$ cat src/rtl/rotary_settings_arbiter.sv
// rotary_settings_arbiter: encoder-driven bounded settings with debounced focus button
// and a valid/ack update channel that offers each changed setting, lowest index first.
module rotary_settings_arbiter #(
    parameter logic [15:0] DEBOUNCE_CYCLES = 16'd50000
) (
    input  logic        clk,
    input  logic        reset,
    input  logic        step_inc,
    input  logic        step_dec,
    input  logic        btn_raw,
    output logic [15:0] levels,
    output logic [1:0]  sel,
    output logic        upd_valid,
    output logic [1:0]  upd_idx,
    output logic [3:0]  upd_level,
    input  logic        upd_ack
);
    localparam logic [15:0] LO  = 16'h0009;
    localparam logic [15:0] HI  = 16'h73FE;
    localparam logic [15:0] DEF = 16'h408D;

    typedef enum logic {IDLE, SEND} state_t;

    state_t      state_q, state_d;
    logic        sync1_q, sync2_q, db_q, db_d, press;
    logic [15:0] cnt_q, cnt_d, lev_q, lev_d;
    logic [1:0]  sel_q, sel_d, idx_q, idx_d, low;
    logic [3:0]  lvl_q, lvl_d, pend_q, pend_d, cur, nxt, set, clr;

    always_comb begin
        cnt_d = (sync2_q == db_q || cnt_q == DEBOUNCE_CYCLES - 16'd1) ? '0 : cnt_q + 16'd1;
        db_d  = (sync2_q != db_q && cnt_q == DEBOUNCE_CYCLES - 16'd1) ? sync2_q : db_q;
        press = db_d & ~db_q;
        sel_d = sel_q + {1'b0, press};
        // steps always act on the focus held before this edge's press
        cur = lev_q[{sel_q, 2'b00} +: 4];
        nxt = (step_inc && !step_dec && cur != HI[{sel_q, 2'b00} +: 4]) ? cur + 4'd1 :
              (step_dec && !step_inc && cur != LO[{sel_q, 2'b00} +: 4]) ? cur - 4'd1 : cur;
        lev_d = lev_q;
        lev_d[{sel_q, 2'b00} +: 4] = nxt;
        set = (nxt != cur) ? 4'b0001 << sel_q : 4'b0000;
        low = pend_q[0] ? 2'd0 : pend_q[1] ? 2'd1 : pend_q[2] ? 2'd2 : 2'd3;
        state_d = state_q;
        idx_d   = idx_q;
        lvl_d   = lvl_q;
        clr     = 4'b0000;
        if (state_q == IDLE && |pend_q) begin
            state_d = SEND;
            idx_d   = low;
            lvl_d   = lev_q[{low, 2'b00} +: 4];
            clr     = 4'b0001 << low;
        end else if (state_q == SEND && upd_ack) begin
            state_d = IDLE;
        end
        // a change landing on the edge its bit is taken keeps it pending for a fresh offer
        pend_d = (pend_q & ~clr) | set;
    end

    always_ff @(posedge clk or posedge reset) begin
        if (reset) begin
            sync1_q <= 1'b0;
            sync2_q <= 1'b0;
            db_q    <= 1'b0;
            cnt_q   <= '0;
            lev_q   <= DEF;
            sel_q   <= '0;
            pend_q  <= 4'hF;
            state_q <= IDLE;
            idx_q   <= '0;
            lvl_q   <= '0;
        end else begin
            sync1_q <= btn_raw;
            sync2_q <= sync1_q;
            db_q    <= db_d;
            cnt_q   <= cnt_d;
            lev_q   <= lev_d;
            sel_q   <= sel_d;
            pend_q  <= pend_d;
            state_q <= state_d;
            idx_q   <= idx_d;
            lvl_q   <= lvl_d;
        end
    end

    assign levels    = lev_q;
    assign sel       = sel_q;
    assign upd_valid = (state_q == SEND);
    assign upd_idx   = idx_q;
    assign upd_level = lvl_q;
endmodule

$ cat config.mk
export PLATFORM = sky130hd
export DESIGN_NAME = rotary_settings_arbiter
export DESIGN_NICKNAME = d
export VERILOG_FILES = /design/src/rtl/rotary_settings_arbiter.sv
export SDC_FILE = /design/constraint.sdc
export NUM_CORES = 1
export LEC_CHECK = 0
export CELL_PAD_IN_SITES_DETAIL_PLACEMENT = 0
export CELL_PAD_IN_SITES_GLOBAL_PLACEMENT = 1
export CORE_MARGIN = 10
export CORE_UTILIZATION = 47
export CTS_CLUSTER_DIAMETER = 40
export CTS_CLUSTER_SIZE = 24
export DETAILED_ROUTE_END_ITERATION = 16
export PLACE_DENSITY = 0.86
export SYNTH_ARGS = -nofsm -noshare
export SYNTH_HDL_FRONTEND = slang
export SYNTH_SLANG_ARGS = --single-unit
$ cat constraint.sdc
create_clock -name clk -period 8.05 [get_ports clk]
set_clock_uncertainty 0.1 [all_clocks]
set_input_delay 1.2075 -clock clk [delete_from_list [all_inputs] [get_ports clk]]
set_output_delay 1.2075 -clock clk [all_outputs]
set_load 0.02 [all_outputs]
== Word level (Yosys, flattened, before mapping) ==
Cells that the tools add are included.

* Output and inout port bits: 25
* Register bits after elaboration: 48
* Logic and storage cells: 59

* Equal/unequal tests: 6
* Shift-type cells: 8
* Add/subtract/negate cells: 5
* Reduce and logical (&&, ||, !) cells: 12
* Bitwise logic cells: 6
* Mux-type cells: 12

{| class="wikitable"
|+ Operator list
! operator !! number
|-
| 16-bit by 5-bit indexed part select with 4-bit output || 2
|-
| 16-bit by 5-bit indexed part select with 4-bit output (first input constant) || 2
|-
| 16-bit by 1-bit adder with 16-bit output (second input constant) || 1
|-
| 16-bit bitwise mux || 1
|-
| 16-bit equality test (second input constant) || 1
|-
| 16-bit 2-to-1 mux || 1
|-
| 4-bit 2-to-1 mux || 4
|-
| 4-bit by 6-bit variable shift with 16-bit output (first input constant) || 1
|-
| 4-bit by 6-bit indexed part select with 16-bit output || 1
|-
| 4-bit != test || 3
|-
| 1-bit by 2-bit left shift with 4-bit output (first input constant) || 2
|-
| 1-bit logical AND || 7
|-
| 4-bit negator with 6-bit output || 1
|-
| 4-bit by 1-bit adder with 4-bit output (second input constant) || 1
|-
| 4-bit bitwise AND || 1
|-
| 1-bit 2-to-1 mux || 4
|-
| 2-bit 2-to-1 mux || 2
|-
| 4-bit NOT || 1
|-
| 4-bit bitwise OR || 1
|-
| 4-bit OR reduction || 1
|-
| 4-bit by 1-bit subtractor with 4-bit output (second input constant) || 1
|-
| 2-bit by 1-bit adder with 2-bit output || 1
|-
| 1-bit logical NOT || 2
|-
| 1-bit NOT || 2
|-
| other kinds (5) || 5
|}

== Logic depth before layout (Yosys ltp) ==
Gate-level depths: netlist of run 1.

* Word-level depth: 8
* Mapped depth: 11

== Worst setup path after synthesis of run 1 ==
No wires, ideal clock.

* Path kind: flip-flop to flip-flop
* From: register sel_q[0], in the netlist sel[0]
* To: register lev_q[2], in the netlist levels[2]
* Slack: 5.221 ns
* Buffers on the path: 1
* Required time: 7.861 ns
* Data arrival time: 2.640 ns
* Cell stages (with the launch flop): 9
* Path through: dfrtp_1 buf_2 inv_1 ha_1 inv_1 mux4_2 a211o_1 and3_4 o32ai_2

* Cells in the longest elaborated chain, start to end: 7
* Elaborated cells between the ends (all ways): 15
* Classes of those cells: 3 x add/sub; 2 x eq/ne; 5 x shift; 3 x mux; 2 x reduce/logical

{| class="wikitable"
|+ Ends and longest elaborated chain
! element !! RTL line !! RTL
|-
| start: declaration || 27 || <nowiki>logic [1:0] sel_q, sel_d, idx_q, idx_d, low;</nowiki>
|-
| start signal: assignment || 77 || <nowiki>sel_q <= sel_d;</nowiki>
|-
| branches (longest 6 deep; another with 4-bit by 1-bit subtractor with 4-bit output) || n/a ||
|-
| 16-bit bitwise mux (*) || 40 || <nowiki>lev_d[{sel_q, 2'b00} +: 4] = nxt;</nowiki>
|-
| end signal: assignment || 76 || <nowiki>lev_q <= lev_d;</nowiki>
|-
| end: declaration || 26 || <nowiki>logic [15:0] cnt_q, cnt_d, lev_q, lev_d;</nowiki>
|}

Every way passes the cells marked *.
A chain may end at the register's enable or synchronous reset.

== Final worst setup path of run 1 ==
* From: register sel_q[0], in the netlist sel[0]
* To: register lev_q[8], in the netlist levels[8]

The elaborated chain is that of the path after synthesis.

==> metrics, run 1 <==
status=finished, final reports clean; Post-synth ARST share=1.00; Placed Cells incl. Taps=361; first-pass GRT wire length=10.2 mm; H-tree levels=2; Iteration-0 DRC Markers=129; Switch Pwr=271 uW; Critical R2R Launch=sel[0]; WL final=6.29 mm; pin count of the biggest net entering global routing=49; Worst-path clk slew=0.09 ns; CP arrival=3.32 ns; number of setup violations in the final report=0; Logic pwr share=0.376; vias per cell=5.76; hold buffers post-CTS=0; R2R cell count=7; Reg power frac=0.424; CP endpoint=levels[8]; commonest non-fill, non-tap cell in the layout=dfrtp_1; max_slew headroom=0.357; Clock Sink Count=48; LEAKAGE=0.00135 uW; CTS Buffer Depth=2; Slew Viols, Final=0; die footprint=9180 um^2; Final Critical Period=3.24 ns; PwrDens=239 nW/um^2; Total Routing Usage GR=0.143; CTS resizes=0; CTS root buf=clkbuf_8; CTS buffer count=5; Setup CP Type=flip-flop to flip-flop; worst reg2reg path endpoint=levels[8]; CTS tree=done; Initial Utilization=0.488; Core ar.=5540 um^2; initial antenna violation count=0; RSZ-0062 raised after global routing=no; Nets=312; Avg Cell Area, Syn=10.1 um^2; crit end category=flip-flop; Yosys reg bits=48; Max VDD drop=127 uV; number of global-route vias before repair=2,070; Syn Nets=284; FF-to-FF setup slack=4.81 ns; Vias=2,124; Worst Setup SP=sel[0]; count of cell types in the netlist=50; Worst-Margin Slew=0.963 ns; Ports=31; post-synthesis sequential area ratio=0.449; die height=95.8 um; critical path launch point type=flip-flop; Max Cap Viol=0; yosys warns=0; row cnt=27; Post CTS Setup Buffer Count=0; Clock Latency Late Sink=0.31 ns; Final Hold Viols=0; highest fanout seen on the critical path=14; first-pass detailed-route iteration total=5; most frequent cells in the layout=dfrtp_1 (39), nor2_1 (36), clkdlybuf4s50_1 (30); Gate Count Post-Synth=268; diode count=0; gp weighted congestion=0.967; grt total ovfl=0; fin cells=369; Setup WS pre-CTS=4.85 ns; I/O Buffers=30; antenna-violating nets left=0; wire per inst=17.0 um; internal power=477 uW; area grow syn2layout=15.9%; Min-Delay Path Class=flip-flop to flip-flop; Die W=95.8 um; fmax=0.309 GHz; crit share post-route=0.402; layout cells sized above 1=0.104; DRC=0; Sw Ratio=0.363; cell area after synthesis=2700 um^2; clock share of power=0.200; Post-synth EDFFs=0; main flop type after synthesis=dfrtp_1; Critical Path RT=8.13 ns; PnR worst setup slack=4.81 ns; DP HPWL=4.61 mm; setup_tns=0 ns
==> routing by layer <==
| metal | vias up | wire (um) | global-route usage |
|---|---|---|---|
| met4 | 0 | 172 | 0.0688 |
| met2 | 54 | 3150 | 0.243 |
| met1 | 1032 | 2600 | 0.169 |
| li1 | 1020 | - | - |
| met3 | 18 | 371 | 0.0304 |
| met5 | - | 0 | 0 |
==> cell families (layout without fill, tap and decap cells) <==
group	Yosys count	count (layout)	share of synthesized area
AND/OR/NAND/NOR	93	93	0.169
XOR/XNOR	17	17	0.0551
AO/OA/AOI/OAI	56	56	0.151
adder cells (fa/ha/maj)	10	10	0.0463
buffers and inverters	28	57	0.0468
multiplexers	16	16	0.0838
flip-flops	48	48	0.449
==> worst max-delay path, cell delays in order, from the launching register on <==
cell and delay, ns:
dfrtp_1 0.69, inv_1 0.30, ha_1 0.35, inv_1 0.25, mux4_2 0.59, a21oi_2 0.30
or2_0 0.36, o221ai_1 0.17
==> metrics by stage <==
stage,hold slack (ns),total power (uW),utilization,instance area (um^2)
2_1_floorplan,0.231,508,-,2700
3_3_place_gp,0.233,603,0.548,3040
3_5_place_dp,0.240,604,0.548,3040
4_1_cts,0.259,754,0.565,3130
5_1_grt,0.263,793,0.565,3130
6_report,0.256,748,0.565,3130
==> worst min path at each step <==
stage	start	to	slack (ns)	cells past startpoint
CTS	sync1_q	sync2_q	0.26	0
detailed placement	sync1_q	sync2_q	0.24	0
finish	sync1_q	sync2_q	0.26	0
global placement	sync1_q	sync2_q	0.23	0
floorplan	sync1_q	sync2_q	0.23	0
global route	sync1_q	sync2_q	0.26	0
==> Yosys cell counts, types with 2 or more instances <==
| cell | count | share of area |
|---|---|---|
| nor4_1 | 6 | 0.014 |
| o22ai_1 | 2 | 0.0046 |
| xor2_1 | 14 | 0.045 |
| xnor2_1 | 3 | 0.0097 |
| a21oi_1 | 16 | 0.030 |
| nor3_1 | 2 | 0.0037 |
| clkbuf_1 | 4 | 0.0056 |
| ha_1 | 10 | 0.046 |
| mux2i_1 | 8 | 0.030 |
| a21oi_2 | 2 | 0.0065 |
| o21ai_0 | 10 | 0.019 |
| and4_1 | 2 | 0.0065 |
| dfrtp_1 | 39 | 0.36 |
| nand2_1 | 17 | 0.024 |
| o211a_1 | 2 | 0.0074 |
| dfstp_2 | 9 | 0.088 |
| mux2_4 | 2 | 0.011 |
| and3_1 | 6 | 0.014 |
| mux2_2 | 2 | 0.0083 |
| or4_1 | 2 | 0.0056 |
| o31ai_1 | 2 | 0.0056 |
| a32oi_1 | 4 | 0.013 |
| buf_6 | 2 | 0.0083 |
| nand3_1 | 5 | 0.0093 |
| inv_1 | 18 | 0.025 |
| a211o_1 | 3 | 0.0097 |
| or3_1 | 3 | 0.0069 |
| mux4_2 | 3 | 0.025 |
| buf_2 | 2 | 0.0037 |
| nand4_1 | 7 | 0.016 |
| o211ai_1 | 3 | 0.0083 |
| o2bb2ai_1 | 2 | 0.0065 |
| a22o_1 | 4 | 0.013 |
| nor2_1 | 36 | 0.050 |
==> cell type report <==
| type | count | area, um^2 |
|---|---|---|
| inverters | 19 | 71.3 |
| clock inverters | 1 | 7.51 |
| repair buffers | 30 | 300 |
| flip-flops and latches | 48 | 1210 |
| multi-input cells | 192 | 1360 |
| well taps | 72 | 90.1 |
| clock buffers | 7 | 86.3 |
| fillers | 515 | 2410 |
==> state kept, by name, indices dropped and copies added (netlist names) <==
| name | count |
|---|---|
| cnt_q | 16 |
| db_q | 1 |
| levels | 16 |
| pend_q | 4 |
| sel | 2 |
| sync1_q | 1 |
| sync2_q | 1 |
| upd_idx | 2 |
| upd_level | 4 |
| upd_valid | 1 |
==> power by group through the flow <==
stage               clock, uW  combinational (uW)  sequential, uW
finish                    150                 282             317
global route              163                 309             322
CTS                       153                 283             317
detailed placement          0                 283             322
global placement            0                 281             322
floorplan                   0                 164             343
Note: power is estimated with default switching activity, not from simulation.
==> run 2: changes to the inputs <==
--- a/config.mk
+++ b/config.mk
@@ -8,11 +8,11 @@
 export CELL_PAD_IN_SITES_DETAIL_PLACEMENT = 0
 export CELL_PAD_IN_SITES_GLOBAL_PLACEMENT = 1
 export CORE_MARGIN = 10
-export CORE_UTILIZATION = 47
+export CORE_UTILIZATION = 44
 export CTS_CLUSTER_DIAMETER = 40
 export CTS_CLUSTER_SIZE = 24
 export DETAILED_ROUTE_END_ITERATION = 16
-export PLACE_DENSITY = 0.86
+export PLACE_DENSITY = 0.81
 export SYNTH_ARGS = -nofsm -noshare
 export SYNTH_HDL_FRONTEND = slang
 export SYNTH_SLANG_ARGS = --single-unit
==> constraint.sdc (replaced) <==
create_clock -name clk -period 3.1 [get_ports clk]
set_clock_uncertainty 0.1 [all_clocks]
set_input_delay 0.465 -clock clk [delete_from_list [all_inputs] [get_ports clk]]
set_output_delay 0.465 -clock clk [all_outputs]
set_load 0.02 [all_outputs]
==> run 2 against run 1 <==
  * Sequential power rose to 2.6 times the previous value
  * Utilization decreased by 2.8 points
  * Fmax up 19%
  * Largest cell class unchanged
  * Largest power group unchanged
  * Highest routed layer unchanged
==> metrics, run 2 (same netlist as run 1, synthesis figures left out) <==
status=finished, final reports clean; layout cells sized above 1=0.126; Total Routing Usage GR=0.135; DP HPWL=4.72 mm; crit end category=flip-flop; Ports=31; initial antenna violation count=0; Clock Latency Late Sink=0.30 ns; CTS tree=done; placed cell area=3080 um^2; critical path launch point type=flip-flop; antenna-violating nets left=0; Worst-Margin Slew=0.604 ns; FF-to-FF setup slack=0.39 ns; PnR worst setup slack=0.389 ns; Setup WS pre-CTS=0.268 ns; Max Cap Viol=0; number of global-route vias before repair=2,048; highest fanout seen on the critical path=12; Util after Layout=0.537; first-pass GRT wire length=10.9 mm; setup_tns=0 ns; wire per inst=17.1 um; number of setup violations in the final report=0; first-pass detailed-route iteration total=4; worst reg2reg path endpoint=levels[15]; CTS buffer count=5; pin count of the biggest net entering global routing=49; R2R cell count=8; most frequent cells in the layout=dfrtp_1 (38), nor2_1 (36), clkdlybuf4s50_1 (30); Worst Setup SP=sel[1]; Min-Delay Path Class=flip-flop to flip-flop; Setup CP Type=flip-flop to flip-flop; grt total ovfl=0; Hold EP=sync2_q; Post CTS Setup Buffer Count=0; Critical R2R Launch=sel[1]; Die W=98.4 um; depth of the worst hold-timing path=0; I/O Buffers=30; Hold Startpoint=sync1_q; CTS root buf=clkbuf_8; PwrDens=637 nW/um^2; Nets=317; diode count=0; fmax=0.369 GHz; Final Critical Period=2.71 ns; Final Cell Area=3200 um^2; commonest non-fill, non-tap cell in the layout=dfrtp_1; CTS Buffer Depth=2; die height=98.4 um; gp weighted congestion=0.915; H-tree levels=2; vias per cell=5.69; Vias=2,147; Max VDD drop=305 uV; Final Hold Viols=0; Iteration-0 DRC Markers=163; CP arrival=2.79 ns; Worst-path clk slew=0.09 ns; Initial Utilization=0.454; Clock Sink Count=48; hold buffers post-CTS=0; row cnt=28; DRC=0; die footprint=9670 um^2; WL final=6.45 mm; RSZ-0062 raised after global routing=no; LEAKAGE=0.00139 uW; max_slew headroom=0.596; area grow syn2layout=18.5%; Core ar.=5960 um^2; crit share post-route=0.874; Slew Viols, Final=0; Critical Path RT=3.18 ns
-- run 2: changes by cell type in the layout (fill, tap and decap cells not counted), sizes merged --
cell	before	now
clkbuf	7	6
bufinv	0	1
buf	0	5
clkinv	0	1
clkinvlp	1	0
-- run 2: timing repair --
item                                    4_1_cts  5_1_grt
resized for setup                             0        1
endpoints found under the hold margin         0        0
endpoints found under the setup margin        0        2
-- run 2: layer usage --
| metal | vias up | track usage | part of all wire |
|---|---|---|---|
| li1 | 1032 | - | - |
| met1 | 1054 | 0.185 | 0.47 |
| met2 | 57 | 0.200 | 0.46 |
| met3 | 4 | 0.0359 | 0.063 |
| met4 | 0 | 0.0463 | 0.0074 |
| met5 | - | 0 | 0 |
-- run 2: worst max-delay path by stage --
stage / end / slack, ns / depth (start not counted)
2_1_floorplan: levels[2] / 0.27 / 8
4_1_cts: levels[15] / 0.26 / 8
3_5_place_dp: levels[8] / 0.27 / 7
3_3_place_gp: levels[8] / 0.36 / 7
5_1_grt: levels[15] / 0.15 / 8
6_report: levels[15] / 0.39 / 8
-- run 2: layout make-up --
type / instances / area, um^2
clock buffer: 6 / 82.6
timing repair buffer: 35 / 338
multi-input combinational: 192 / 1360
clock inverter: 2 / 38.8
fill: 556 / 2760
inverter: 19 / 71.3
sequential: 48 / 1210
tap: 75 / 93.8
-- run 2: where the power goes --
part           total [uW]  internal (uW)  leakage, uW  switching (uW)
registers             829            730     0.000578            99.4
clock network         478            264    0.0000614             214
logic                 733            328     0.000754             405
-- run 2: stage by stage --
step	power, uW	instances	hold slack [ns]
2_1_floorplan	1320	268	0.231
3_3_place_gp	1570	369	0.236
3_5_place_dp	1580	369	0.248
4_1_cts	2060	377	0.269
5_1_grt	2160	377	0.285
6_report	2040	377	0.261
-- run 2: critical path, cell delays in order (launching register included) --
cell     delay, ns
dfrtp_2       0.55
mux2_4        0.37
o21ai_4       0.25
inv_2         0.12
xor2_1        0.16
a41oi_2       0.43
a41oi_1       0.22
mux2i_1       0.28
o22ai_1       0.12
